File: config.mk
export PLATFORM = sky130hd
export DESIGN_NAME = jednostka_skokow_flat
export DESIGN_NICKNAME = d
export VERILOG_FILES = /design/src/rtl/jednostka_skokow_pkg.sv /design/src/rtl/jednostka_skokow_if.sv /design/src/rtl/jednostka_skokow_stos_lifo.sv /design/src/rtl/jednostka_skokow.sv /design/src/flat_wrapper.sv
export SDC_FILE = /design/constraint.sdc
export NUM_CORES = 1
export LEC_CHECK = 0
export CAP_MARGIN = 20
export CORE_UTILIZATION = 35
export DETAILED_ROUTE_END_ITERATION = 8
export GPL_ROUTABILITY_DRIVEN = 0
export GPL_TIMING_DRIVEN = 0
export PLACE_DENSITY_LB_ADDON = 0.25
export SYNTH_ARGS = -nofsm -noshare
export SYNTH_HDL_FRONTEND = slang
export SYNTH_HIERARCHICAL = 1
export SYNTH_SLANG_ARGS = --single-unit
File: constraint.sdc
create_clock -name clk -period 5.8 [get_ports clk]
set_clock_uncertainty 0.1 [all_clocks]
set_input_delay 1.16 -clock clk [delete_from_list [all_inputs] [get_ports clk]]
set_output_delay 1.16 -clock clk [all_outputs]
set_load 0.02 [all_outputs]
File: src/rtl/jednostka_skokow_pkg.sv
// Shared flow-control definitions: opcode values and default program address width.
package pkg_sterowanie;

    localparam int ADDR_W_DOMYSLNE = 8;

    localparam logic [2:0] OP_NOP  = 3'd0;
    localparam logic [2:0] OP_JMP  = 3'd1;
    localparam logic [2:0] OP_JC   = 3'd2;
    localparam logic [2:0] OP_JNC  = 3'd3;
    localparam logic [2:0] OP_CALL = 3'd4;
    localparam logic [2:0] OP_RET  = 3'd5;

endpackage

File: src/rtl/jednostka_skokow_if.sv
// Bus between instruction decode / program counter and the jump unit.
interface jednostka_skokow_if #(
    parameter int DEPTH  = 8,
    parameter int ADDR_W = 8
);
    localparam int SP_W = $clog2(DEPTH + 1);

    logic              instr_valid;
    logic [2:0]        op;
    logic [ADDR_W-1:0] cel;
    logic [ADDR_W-1:0] pc;
    logic              rlo;
    logic              jmp_en;
    logic [ADDR_W-1:0] adres_skoku;
    logic [SP_W-1:0]   sp;
    logic              stos_pelny;
    logic              stos_pusty;
    logic              blad_przepel;
    logic              blad_niedomiar;

    modport master (
        output instr_valid, op, cel, pc, rlo,
        input  jmp_en, adres_skoku, sp, stos_pelny, stos_pusty, blad_przepel, blad_niedomiar
    );

    modport slave (
        input  instr_valid, op, cel, pc, rlo,
        output jmp_en, adres_skoku, sp, stos_pelny, stos_pusty, blad_przepel, blad_niedomiar
    );
endinterface

File: src/rtl/jednostka_skokow_stos_lifo.sv
// Return-address LIFO; register array updated on the falling edge, only sp is reset.
module stos_lifo #(
    parameter int DEPTH  = 8,
    parameter int ADDR_W = 8,
    parameter int SP_W   = $clog2(DEPTH + 1)
) (
    input  logic              clk,
    input  logic              rst,
    input  logic              push,
    input  logic              pop,
    input  logic [ADDR_W-1:0] din,
    output logic [ADDR_W-1:0] top,
    output logic [SP_W-1:0]   sp,
    output logic              full,
    output logic              empty
);
    localparam int IDX_W = $clog2(DEPTH);

    logic [ADDR_W-1:0] mem [DEPTH];
    logic [SP_W-1:0]   sp_m1;

    assign full  = (sp == SP_W'(DEPTH));
    assign empty = (sp == '0);
    assign sp_m1 = sp - 1'b1;
    // With sp == 0 this reads a stale entry; callers ignore top when empty.
    assign top   = mem[sp_m1[IDX_W-1:0]];

    always_ff @(negedge clk) begin
        if (push && !full)
            mem[sp[IDX_W-1:0]] <= din;
    end

    always_ff @(negedge clk or posedge rst) begin
        if (rst)
            sp <= '0;
        else if (push && !full)
            sp <= sp + 1'b1;
        else if (pop && !empty)
            sp <= sp - 1'b1;
    end
endmodule

File: src/rtl/jednostka_skokow.sv
// Jump/call control unit: combinational flow-control decode feeding the program counter,
// return-address stack and sticky overflow/underflow flags.
module jednostka_skokow
    import pkg_sterowanie::*;
#(
    parameter int DEPTH  = 8,
    parameter int ADDR_W = ADDR_W_DOMYSLNE
) (
    input logic               clk,
    input logic               rst,
    jednostka_skokow_if.slave bus
);
    localparam int SP_W = $clog2(DEPTH + 1);

    logic              push, pop, pelny, pusty;
    logic              ustaw_przepel, ustaw_niedomiar;
    logic              blad_przepel_q, blad_niedomiar_q;
    logic [ADDR_W-1:0] szczyt, powrot;
    logic [SP_W-1:0]   sp;

    // Return address wraps naturally at 2^ADDR_W.
    assign powrot = bus.pc + ADDR_W'(1);

    stos_lifo #(.DEPTH(DEPTH), .ADDR_W(ADDR_W), .SP_W(SP_W)) u_stos (
        .clk   (clk),
        .rst   (rst),
        .push  (push),
        .pop   (pop),
        .din   (powrot),
        .top   (szczyt),
        .sp    (sp),
        .full  (pelny),
        .empty (pusty)
    );

    always_comb begin
        bus.jmp_en      = 1'b0;
        bus.adres_skoku = '0;
        push            = 1'b0;
        pop             = 1'b0;
        ustaw_przepel   = 1'b0;
        ustaw_niedomiar = 1'b0;
        // Decode is held at NOP during reset so the counter sees no jump.
        if (!rst && bus.instr_valid) begin
            case (bus.op)
                OP_JMP: begin
                    bus.jmp_en      = 1'b1;
                    bus.adres_skoku = bus.cel;
                end
                OP_JC: begin
                    bus.jmp_en      = bus.rlo;
                    bus.adres_skoku = bus.cel;
                end
                OP_JNC: begin
                    bus.jmp_en      = !bus.rlo;
                    bus.adres_skoku = bus.cel;
                end
                OP_CALL: begin
                    if (pelny) begin
                        ustaw_przepel = 1'b1;
                    end else begin
                        bus.jmp_en      = 1'b1;
                        bus.adres_skoku = bus.cel;
                        push            = 1'b1;
                    end
                end
                OP_RET: begin
                    if (pusty) begin
                        ustaw_niedomiar = 1'b1;
                    end else begin
                        bus.jmp_en      = 1'b1;
                        bus.adres_skoku = szczyt;
                        pop             = 1'b1;
                    end
                end
                default: ;
            endcase
        end
    end

    always_ff @(negedge clk or posedge rst) begin
        if (rst) begin
            blad_przepel_q   <= 1'b0;
            blad_niedomiar_q <= 1'b0;
        end else begin
            if (ustaw_przepel)   blad_przepel_q   <= 1'b1;
            if (ustaw_niedomiar) blad_niedomiar_q <= 1'b1;
        end
    end

    assign bus.sp             = sp;
    assign bus.stos_pelny     = pelny;
    assign bus.stos_pusty     = pusty;
    assign bus.blad_przepel   = blad_przepel_q;
    assign bus.blad_niedomiar = blad_niedomiar_q;
endmodule
File: src/flat_wrapper.sv
// flat-port wrapper written by rule: the top's interface ports become plain ports
module jednostka_skokow_flat import pkg_sterowanie::*;
#(
    parameter int DEPTH  = 8,
    parameter int ADDR_W = ADDR_W_DOMYSLNE
)
  (clk, rst, bus_instr_valid, bus_op, bus_cel, bus_pc, bus_rlo, bus_jmp_en, bus_adres_skoku, bus_sp, bus_stos_pelny, bus_stos_pusty, bus_blad_przepel, bus_blad_niedomiar);
  jednostka_skokow_if #(.DEPTH(DEPTH), .ADDR_W(ADDR_W)) bus_i ();
  input logic clk;
  input logic rst;
  input wire logic [$bits(bus_i.instr_valid)-1:0] bus_instr_valid;
  input wire logic [$bits(bus_i.op)-1:0] bus_op;
  input wire logic [$bits(bus_i.cel)-1:0] bus_cel;
  input wire logic [$bits(bus_i.pc)-1:0] bus_pc;
  input wire logic [$bits(bus_i.rlo)-1:0] bus_rlo;
  output wire logic [$bits(bus_i.jmp_en)-1:0] bus_jmp_en;
  output wire logic [$bits(bus_i.adres_skoku)-1:0] bus_adres_skoku;
  output wire logic [$bits(bus_i.sp)-1:0] bus_sp;
  output wire logic [$bits(bus_i.stos_pelny)-1:0] bus_stos_pelny;
  output wire logic [$bits(bus_i.stos_pusty)-1:0] bus_stos_pusty;
  output wire logic [$bits(bus_i.blad_przepel)-1:0] bus_blad_przepel;
  output wire logic [$bits(bus_i.blad_niedomiar)-1:0] bus_blad_niedomiar;
  assign bus_i.instr_valid = bus_instr_valid;
  assign bus_i.op = bus_op;
  assign bus_i.cel = bus_cel;
  assign bus_i.pc = bus_pc;
  assign bus_i.rlo = bus_rlo;
  assign bus_jmp_en = bus_i.jmp_en;
  assign bus_adres_skoku = bus_i.adres_skoku;
  assign bus_sp = bus_i.sp;
  assign bus_stos_pelny = bus_i.stos_pelny;
  assign bus_stos_pusty = bus_i.stos_pusty;
  assign bus_blad_przepel = bus_i.blad_przepel;
  assign bus_blad_niedomiar = bus_i.blad_niedomiar;
  jednostka_skokow #(.DEPTH(DEPTH), .ADDR_W(ADDR_W)) u_core (.clk(clk), .rst(rst), .bus(bus_i));
endmodule
==> metrics, run 1 <==
status=finished with violations; failing checks=setup timing; Final Hold Violating Endpoints=0; Yosys warnings=6; total gr overflow=0; Setup CP Type=register to output port; total number of vias=2,382; DR WL met2=3830 um; vias per cell=4.85; Die X=99.7 um; H-tree depth=3; WHS=307 ps; Cells after Synth=218; final setup margin=-750 ps; Peak VDD IR=0.161 mV; pwr dens=414 nW/um^2; EDFF count, synth=64; CP Capture Type=output port; initial antenna violation count=0; CTS Buf Count=9; first-pass GRT wire length=11,800 um; largest family of logic cells by synthesized area=multiplexers; vias in the first global route=2,503; Avg WL per Cell=15.6 um; Initial DRC Count=92; root buffer cell=clkbuf_8; Critical Path RT=4540 ps; hold depth=1; Synth Area in XOR/XNOR=2.32%; clk sinks=70; clk slew on worst S/H paths=60 ps; mux contribution to synthesized area=14.7%; Die Ht=99.7 um; CP Data Arrival Time=5290 ps; diode count=0; LEAKAGE=1.97 nW; Post-synth ARST share=8.57%; CP max FO=5; row count=35; Post-CTS Hold Buffers=0; Starting Density=36.1%; drt drc=0; IO Port Bufs=38; sequential share of the synthesized area=62.1%; placed cell area=4050 um^2; largest cells by area after synthesis=edfxtp_1 (58%), mux4_2 (10%), dfrtn_1 (4.5%), mux2_2 (3.0%), a21oi_1 (2.1%); count of cell types in the netlist=43; area leader, netlist=edfxtp_1; Routed met1 length=3320 um; NumNets Final=384; GRT Total Usage=16.2%; Top FF cell, synth=edfxtp_1; RSZ-0062 raised after global routing=yes; CTS tree=built; area added between synthesis and finish=47.8%; antenna violation net count after detailed routing=0; IO Count=40; Yosys reg bits=70; Syn Area/Cell=15.3 um^2; flop-to-flop setup slack=3100 ps; Rel. slew slack=41.6%; top layer reached by signal wires=met4; total of max-cap violations=0; slew of the pin with the lowest slew margin=876 ps; cell area after layout=4930 um^2; final cell count without fillers=491; final setup vio count=11; Synth Area in Compound Gates=7.42%; worst-case clock buffer depth=2; placed cells=385; syn nets=245; Simple-Gate Fraction of Synth Area=8.13%; cell area after synthesis=3340 um^2; area share of the largest cell type after synthesis=57.6%; met3 WL=375 um; Adder-Cell Fraction of Synth Area=1.50%; share of cells above drive strength 1=39.2%; Detailed Place HPWL=4450 um; Clk Latency, worst-skew pair=330 ps; cell depth of the worst flop-to-flop path=12; Detailed Route WL=7650 um; Worst Setup Slack post-DPL=-1500 ps; Max Slew Vio Count=0; Worst setup SP type=register; DIE AREA=9930 um^2; largest net degree at the start of global routing=14; DRT Pass-1 Iters=7; CORE AREA=9240 um^2; Hold/Removal Path Class=register to register
layout by cell type, fill, tap and decap left out, drive strengths merged, types with 3 or more instances in the layout:
cell	n
dfrtn	6
mux4	16
buf	47
o21ai	10
nand3	6
a21oi	14
nor2b	3
mux2	10
xnor2	6
ha	4
and3	6
edfxtp	64
clkbuf	13
nand2	10
clkdlybuf4s50	26
inv	76
nand2b	4
nor2	10
stage by stage:
stage / total power, mW / utilization [%] / setup TNS (ps)
2_1_floorplan: 1.16 / - / -19210
3_3_place_gp: 1.35 / 43.8 / -97390
3_5_place_dp: 1.35 / 43.8 / -98270
4_1_cts: 2.01 / 52.1 / -6400
5_1_grt: 2.17 / 53.4 / -7200
6_report: 2.04 / 53.4 / -6400
cell families (layout without fill, tap and decap cells):
logic type / count (synthesis) / count (layout)
AND/OR/NAND/NOR: 48 / 49
multiplexers: 27 / 27
XOR/XNOR: 8 / 8
adder cells (fa/ha/maj): 4 / 4
AO/OA/AOI/OAI: 39 / 39
buffers and inverters: 22 / 165
flip-flops: 70 / 70
per-layer routing:
layer / vias up / track usage [%]
met3: 9 / 5.13
met5: - / 0
li1: 1127 / -
met4: 0 / 10.1
met2: 70 / 26.1
met1: 1176 / 18.9
path summary, 6_finish.rpt:
check	start	end
setup / recovery	u_core/u_stos/sp[0]	bus_adres_skoku[3]
hold / removal	u_core/bus.blad_przepel	u_core/bus.blad_przepel
setup reg to reg	u_core/u_stos/sp[0]	u_core/u_stos/mem[5][4]
hold reg to reg	u_core/bus.blad_przepel	u_core/bus.blad_przepel
max in group asynchronous	rst	u_core/u_stos/sp[0]
min in group asynchronous	rst	u_core/bus.blad_przepel
synthesized netlist by cell type, drive strengths merged (2+ instances only):
master   n
mux4    16
xnor2    6
and3     6
a21bo    2
and4     2
inv      8
clkbuf   4
nor2b    3
a221o    2
dfrtn    6
o21bai   2
o31ai    2
buf     10
a21oi   14
xor2     2
nor3     2
nand2b   4
edfxtp  64
o22ai    2
nand3    6
o21ai   10
mux2    10
ha       4
nand2   10
nor2    10
layout make-up:
cell class	instances	area, um^2
buffer	12	135
clock buffer	9	124
clock inverter	71	298
fill	795	4310
inverter	7	33.8
multi-input combinational	127	1460
sequential	70	2070
tap	129	161
timing repair buffer	66	653
repair_timing:
item,CTS,global route
gates resized for setup,115,10
setup endpoints to repair,79,45
buffers inserted,20,7
cloned,0,2
pin swaps,8,0
endpoints found under the hold margin,0,0
registers in the layout, summed over array words and instances (netlist names):
register and cells:
u_core/u_stos/mem 64, u_core/u_stos/sp 4, u_core/bus.blad_niedomiar 1, u_core/bus.blad_przepel 1
worst max-delay path: stages, from the launching register on:
cell and delay [ps]:
dfrtn_1 440, buf_6 120, buf_12 100, inv_8 40, ha_4 310, buf_4 140, mux4_2 300, mux2_4 310
nand2_4 70, a21oi_4 50, buf_6 170
where the power goes:
group | internal [mW] | total, mW | switching [mW]
sequential | 0.581 | 0.593 | 0.0113
clock | 0.220 | 0.527 | 0.306
combinational | 0.504 | 0.925 | 0.421
Power figures use the tool's default switching activity.
==> run 2: changes to the inputs <==
Settings changed: ABC_AREA set to 1.
Clock period 5.8 ns to 8.39 ns, I/O delays scaled along.
==> metrics, run 2 <==
status=finished clean; Die X=100 um (+0.35%); H-tree depth=3 (unchanged); Initial DRC Count=140 (+52%); root buffer cell=clkbuf_8; area added between synthesis and finish=38.2%; worst path cell trace=inv_1, ha_4, buf_8, o21ai_2, o21ai_1, nand2_1, nand2_1, nand2_1, nand2_1, nand2_1, inv_1, buf_6; count of cell types in the netlist=24 (-44%); pwr dens=353 nW/um^2 (-15%); DRT Pass-1 Iters=4 (-3); Synth top cells by count=nand2_1 (82), edfxtp_1 (64), nor2_1 (64); clk slew on worst S/H paths=60 ps (about the same); Die Ht=100 um (+0.35%); flop-to-flop setup slack=5530 ps (+2430 ps); CP Capture Type=output port; cell area after layout=4650 um^2 (-5.8%); most used cell, CP=nand2_1; EDFF count, synth=64 (unchanged); Top FF cell, synth=edfxtp_1; largest net degree at the start of global routing=13 (-1); Worst setup SP type=register; Post-CTS Hold Buffers=0 (unchanged); Yosys warnings=6 (unchanged); Critical Path Slowest Stage Cell=dfrtn_1; Largest register FFs=64 (unchanged); total of max-cap violations=0 (unchanged); Hold/Removal Path Class=register to register; area share of the largest cell type after synthesis=57.2% (-0.41 points); Yosys reg bits=70 (unchanged); Largest stage delay, worst path=520 ps (+80 ps); total number of vias=2,839 (+19%); vias in the first global route=2,822 (+13%); Post-synth ARST share=8.57% (unchanged); Detailed Route WL=8590 um (+12%); clk sinks=70 (unchanged); Rel. slew slack=42.1% (+0.53 points); area leader, netlist=edfxtp_1; vias per cell=4.70 (-3.1%); Final Hold Violating Endpoints=0 (unchanged); placed cell area=3940 um^2 (-2.7%); final setup vio count=0 (-11); Critical Path RT=6610 ps (+2070 ps); Final Power=1.64 mW (-20%); drt drc=0 (unchanged); CORE AREA=9280 um^2 (+0.47%); CP Data Arrival Time=6510 ps (+1220 ps); share of cells above drive strength 1=17.9% (-21 points); CTS tree=built; CTS Buf Count=9 (unchanged); IO Count=40 (unchanged); worst-case clock buffer depth=2 (unchanged); Setup CP Type=register to output port; total gr overflow=0 (unchanged); CP top delay family=flip-flops; largest cells by area after synthesis=edfxtp_1 (57%), nand2_1 (9.2%), o21ai_0 (7.4%), nor2_1 (7.1%), dfrtn_1 (4.5%); Syn Area/Cell=9.72 um^2 (-37%); commonest non-fill, non-tap cell in the layout=inv_1; DIE AREA=10,000 um^2 (+0.70%); diode count=0 (unchanged); slew of the pin with the lowest slew margin=865 ps (-10.5 ps); LEAKAGE=2.11 nW (+7.1%); GRT Total Usage=17.9% (+1.6 points); Avg WL per Cell=14.2 um (-8.7%); initial antenna violation count=0 (unchanged); Worst Path Buf+Inv=4 (-1); Clk Latency, worst-skew pair=330 ps (about the same); most frequent cell after synthesis=nand2_1; row count=35 (unchanged); NumNets Final=498 (+30%); antenna violation net count after detailed routing=0 (unchanged); first-pass GRT wire length=13,200 um (+12%); Cells after Synth=346 (+59%); Peak VDD IR=0.139 mV (-14%); Max Slew Vio Count=0 (unchanged); commonest non-fill, non-tap cells in the layout=inv_1 (89), nand2_1 (80), edfxtp_1 (64); CP max FO=7 (+2); Detailed Place HPWL=5610 um (+26%); syn nets=373 (+52%); sequential share of the synthesized area=61.6% (-0.44 points); IO Port Bufs=39 (+2.6%); Starting Density=36.2% (+0.086 points); cell area after synthesis=3360 um^2 (+0.71%)
==> run 2: cell types whose count changed after synthesis, moves of 7 or more <==
| cell | delta |
|---|---|
| mux4_2 | -15 |
| mux2_2 | -9 |
| a21oi_1 | -14 |
| inv_1 | +19 |
| xor2_1 | +7 |
| nor2_1 | +54 |
| o21ai_0 | +40 |
| nand2_1 | +72 |
==> run 2: metrics by stage <==
| step | TNS [ps] | util, % | setup slack, ps | hold slack (ps) | cells |
|---|---|---|---|---|---|
| 3_5_place_dp | -6150 | 42.4 | -793 | 327 | 517 |
| 4_1_cts | 0 | 47.9 | 1.67 | 332 | 600 |
| 3_3_place_gp | -10270 | 42.2 | -781 | 317 | 514 |
| 2_1_floorplan | 0 | - | 219 | 437 | 346 |
| 5_1_grt | -12.4 | 50.1 | -11.1 | 348 | 604 |
| 6_report | 0 | 50.1 | 98.3 | 327 | 604 |
==> run 2: logic make-up (layout without fill, tap and decap cells) <==
kind of cell | after synthesis | after routing | share of synthesized area (%)
XOR/XNOR | 10 | 10 | 2.83
adder cells (fa/ha/maj) | 4 | 4 | 1.49
AND/OR/NAND/NOR | 165 | 165 | 19.9
flip-flops | 70 | 70 | 61.6
buffers and inverters | 44 | 173 | 5.95
AO/OA/AOI/OAI | 53 | 53 | 8.15
==> run 2: repair_timing <==
item	in CTS	in global routing
gates cloned	1	2
setup buffers	5	3
resized for setup	59	68
endpoints found under the setup margin	9	9
pin swaps	4	23
==> run 2: routing by layer <==
metal  vias up  GRT usage (%)  routed length, um
li1       1397              -                  -
met4         0           12.4                338
met3        26           5.50                612
met2       112           28.9               4180
met1      1304           20.3               3460
met5         -              0                  0
==> run 2: final cells by class <==
class	count	area (um^2)
inverter	30	125
multi-input combinational	232	1200
buffer	11	96.3
tap	129	161
sequential	70	2070
fill	899	4640
clock buffer	10	149
clock inverter	69	305
timing repair buffer	53	539
==> run 2: final timing paths <==
| kind | depth (start not counted) | to | start |
|---|---|---|---|
| setup / recovery | 12 | bus_adres_skoku[1] | u_core/u_stos/sp[1] |
| hold reg to reg | 1 | u_core/bus.blad_przepel | u_core/bus.blad_przepel |
| max in group asynchronous | 2 | u_core/u_stos/sp[2] | rst |
| min in group asynchronous | 2 | u_core/bus.blad_przepel | rst |
| setup reg to reg | 10 | u_core/u_stos/mem[3][1] | u_core/u_stos/sp[1] |
| hold / removal | 1 | u_core/bus.blad_przepel | u_core/bus.blad_przepel |
==> run 2: worst register-to-register path, cell delays in order (launching register included) <==
cell,delay [ps]
dfrtn_1,520
inv_1,130
ha_4,210
nand3_2,120
inv_1,80
inv_1,70
nand3_2,100
nor2_1,200
nand2_2,170
nor3_1,660
buf_4,280
==> run 2: where the power goes <==
group          internal (mW)  switching (mW)
clock                  0.197           0.205
sequential             0.401          0.0131
combinational          0.354           0.470
==> run 3: changes to the inputs <==
Settings changed: ABC_AREA 1 to not set, CORE_UTILIZATION 35 to 50.
==> metrics, run 3 (synthesis results as in run 1) <==
commonest non-fill, non-tap cell in the layout=inv_1; H-tree depth=3 (unchanged); antenna violation net count after detailed routing=0 (unchanged); met3 WL=507 um (-17%); Worst setup SP type=register; total gr overflow=0 (unchanged); placed cell area=3850 um^2 (-2.3%); fin util=70.2% (+20 points); Rel. slew slack=55.7% (+14 points); placed cells=333 (-36%); total number of vias=2,285 (-20%); NumNets Final=368 (-26%); IO Count=40 (unchanged); DRT Pass-1 Iters=4 (unchanged); slew of the pin with the lowest slew margin=660 ps (-205 ps); Die X=83.7 um (-16%); final cell count without fillers=422 (-30%); worst reg2reg startpoint=u_core/u_stos/sp[0]; Setup CP Type=register to output port; Die Ht=83.7 um (-16%); Critical Path RT=6610 ps (about the same); LEAKAGE=1.79 nW (-15%); pwr dens=299 nW/um^2 (-15%); root buffer cell=clkbuf_8; IO Port Bufs=38 (-2.6%); drt drc=0 (unchanged); Detailed Place HPWL=4450 um (-21%); diode count=0 (unchanged); total of max-cap violations=0 (unchanged); WHS=309 ps (-18.1 ps); CTS Buf Count=9 (unchanged); RSZ-0062 raised after global routing=yes; area added between synthesis and finish=34.3%; hold_sp=u_core/bus.blad_przepel; Hold/Removal Path Class=register to register; cell depth of the worst flop-to-flop path=11 (+1); clk slew on worst S/H paths=60 ps (about the same); setup TNS=-120 ps (-120 ps); first-pass GRT wire length=11,400 um (-14%); worst reg2reg endpoint=u_core/u_stos/mem[3][3]; CP max FO=6 (-1); top layer reached by signal wires=met4; Largest register FFs=64 (unchanged); row count=29 (-17%); CP Data Arrival Time=6660 ps (+150 ps); Final Power=1.34 mW (-18%); GRT Total Usage=21.9% (+4.1 points); CP Capture Type=output port; Max Slew Vio Count=0 (unchanged); final setup margin=-52.0 ps (-150 ps); Initial DRC Count=114 (-19%); commonest non-fill, non-tap cells in the layout=inv_1 (70), edfxtp_1 (64), clkdlybuf4s50_1 (29); Worst Setup Slack post-DPL=-690 ps (+104 ps); clk sinks=70 (unchanged); vias in the first global route=2,345 (-17%); initial antenna violation count=0 (unchanged); share of cells above drive strength 1=29.0% (+11 points); worst-case clock buffer depth=2 (unchanged); final setup vio count=7 (+7); vias per cell=5.41 (+15%); cell area after layout=4480 um^2 (-3.5%); Routed met1 length=2900 um (-16%); DIE AREA=7010 um^2 (-30%); WHS Endpoint=u_core/bus.blad_przepel; Clk Latency, worst-skew pair=330 ps (about the same); Avg WL per Cell=17.0 um (+19%); flop-to-flop setup slack=5200 ps (-330 ps); CORE AREA=6390 um^2 (-31%); Final Hold Violating Endpoints=0 (unchanged); Detailed Route WL=7160 um (-17%); largest net degree at the start of global routing=13 (unchanged); hold depth=1 (unchanged); CTS tree=built; status=finished with violations; failing checks=setup timing; DR WL met2=3640 um (-13%); Starting Density=52.3% (+16 points); Peak VDD IR=0.232 mV (+67%)
[run 3: report_power, final]
group	switching, mW	internal [mW]	total [mW]	leakage, nW
sequential	0.00797	0.402	0.410	0.648
clock	0.203	0.149	0.352	0.426
combinational	0.259	0.321	0.580	0.717
[run 3: worst max-delay path, stage by stage (launching register included)]
cell        delay (ps)
dfrtn_1            440
buf_6              110
buf_8               90
clkinvlp_4         100
ha_4               350
buf_8              140
mux4_2             310
mux2_4             310
nand2_2             60
a21oi_2             50
buf_4              180
[run 3: cell type report]
class	count	area (um^2)
Tap cell	77	96.3
Multi-Input combinational cell	126	1250
Clock inverter	70	288
Clock buffer	9	124
Sequential cell	70	2070
Timing Repair Buffer	51	504
Fill cell	443	1900
Inverter	7	30.0
Buffer	12	115
[run 3: metal layers]
layer	global-route usage, %	vias to the layer above
met3	7.62	10
met2	35.1	97
met5	0	-
met1	25.6	1079
li1	-	1099
met4	12.9	0
[run 3: what timing repair did]
| item | in CTS | in global routing |
|---|---|---|
| gates cloned | 1 | 0 |
| setup endpoints to repair | 59 | 59 |
| gates resized for setup | 63 | 27 |
| hold endpoints to repair | 0 | 0 |
| buffers inserted | 9 | 3 |
| hold buffers | 0 | 0 |
| pin swaps | 2 | 4 |
[run 3: how the worst max path moves through the flow]
| stage | endpoint | slack [ps] | startpoint |
|---|---|---|---|
| floorplan | bus_adres_skoku[0] | 70 | u_core/u_stos/sp[0] |
| global placement | bus_adres_skoku[3] | -700 | u_core/u_stos/sp[0] |
| detailed placement | bus_adres_skoku[6] | -690 | u_core/u_stos/sp[0] |
| CTS | bus_adres_skoku[3] | -80 | u_core/u_stos/sp[0] |
| global route | bus_adres_skoku[6] | -150 | u_core/u_stos/sp[0] |
| finish | bus_adres_skoku[6] | -50 | u_core/u_stos/sp[0] |
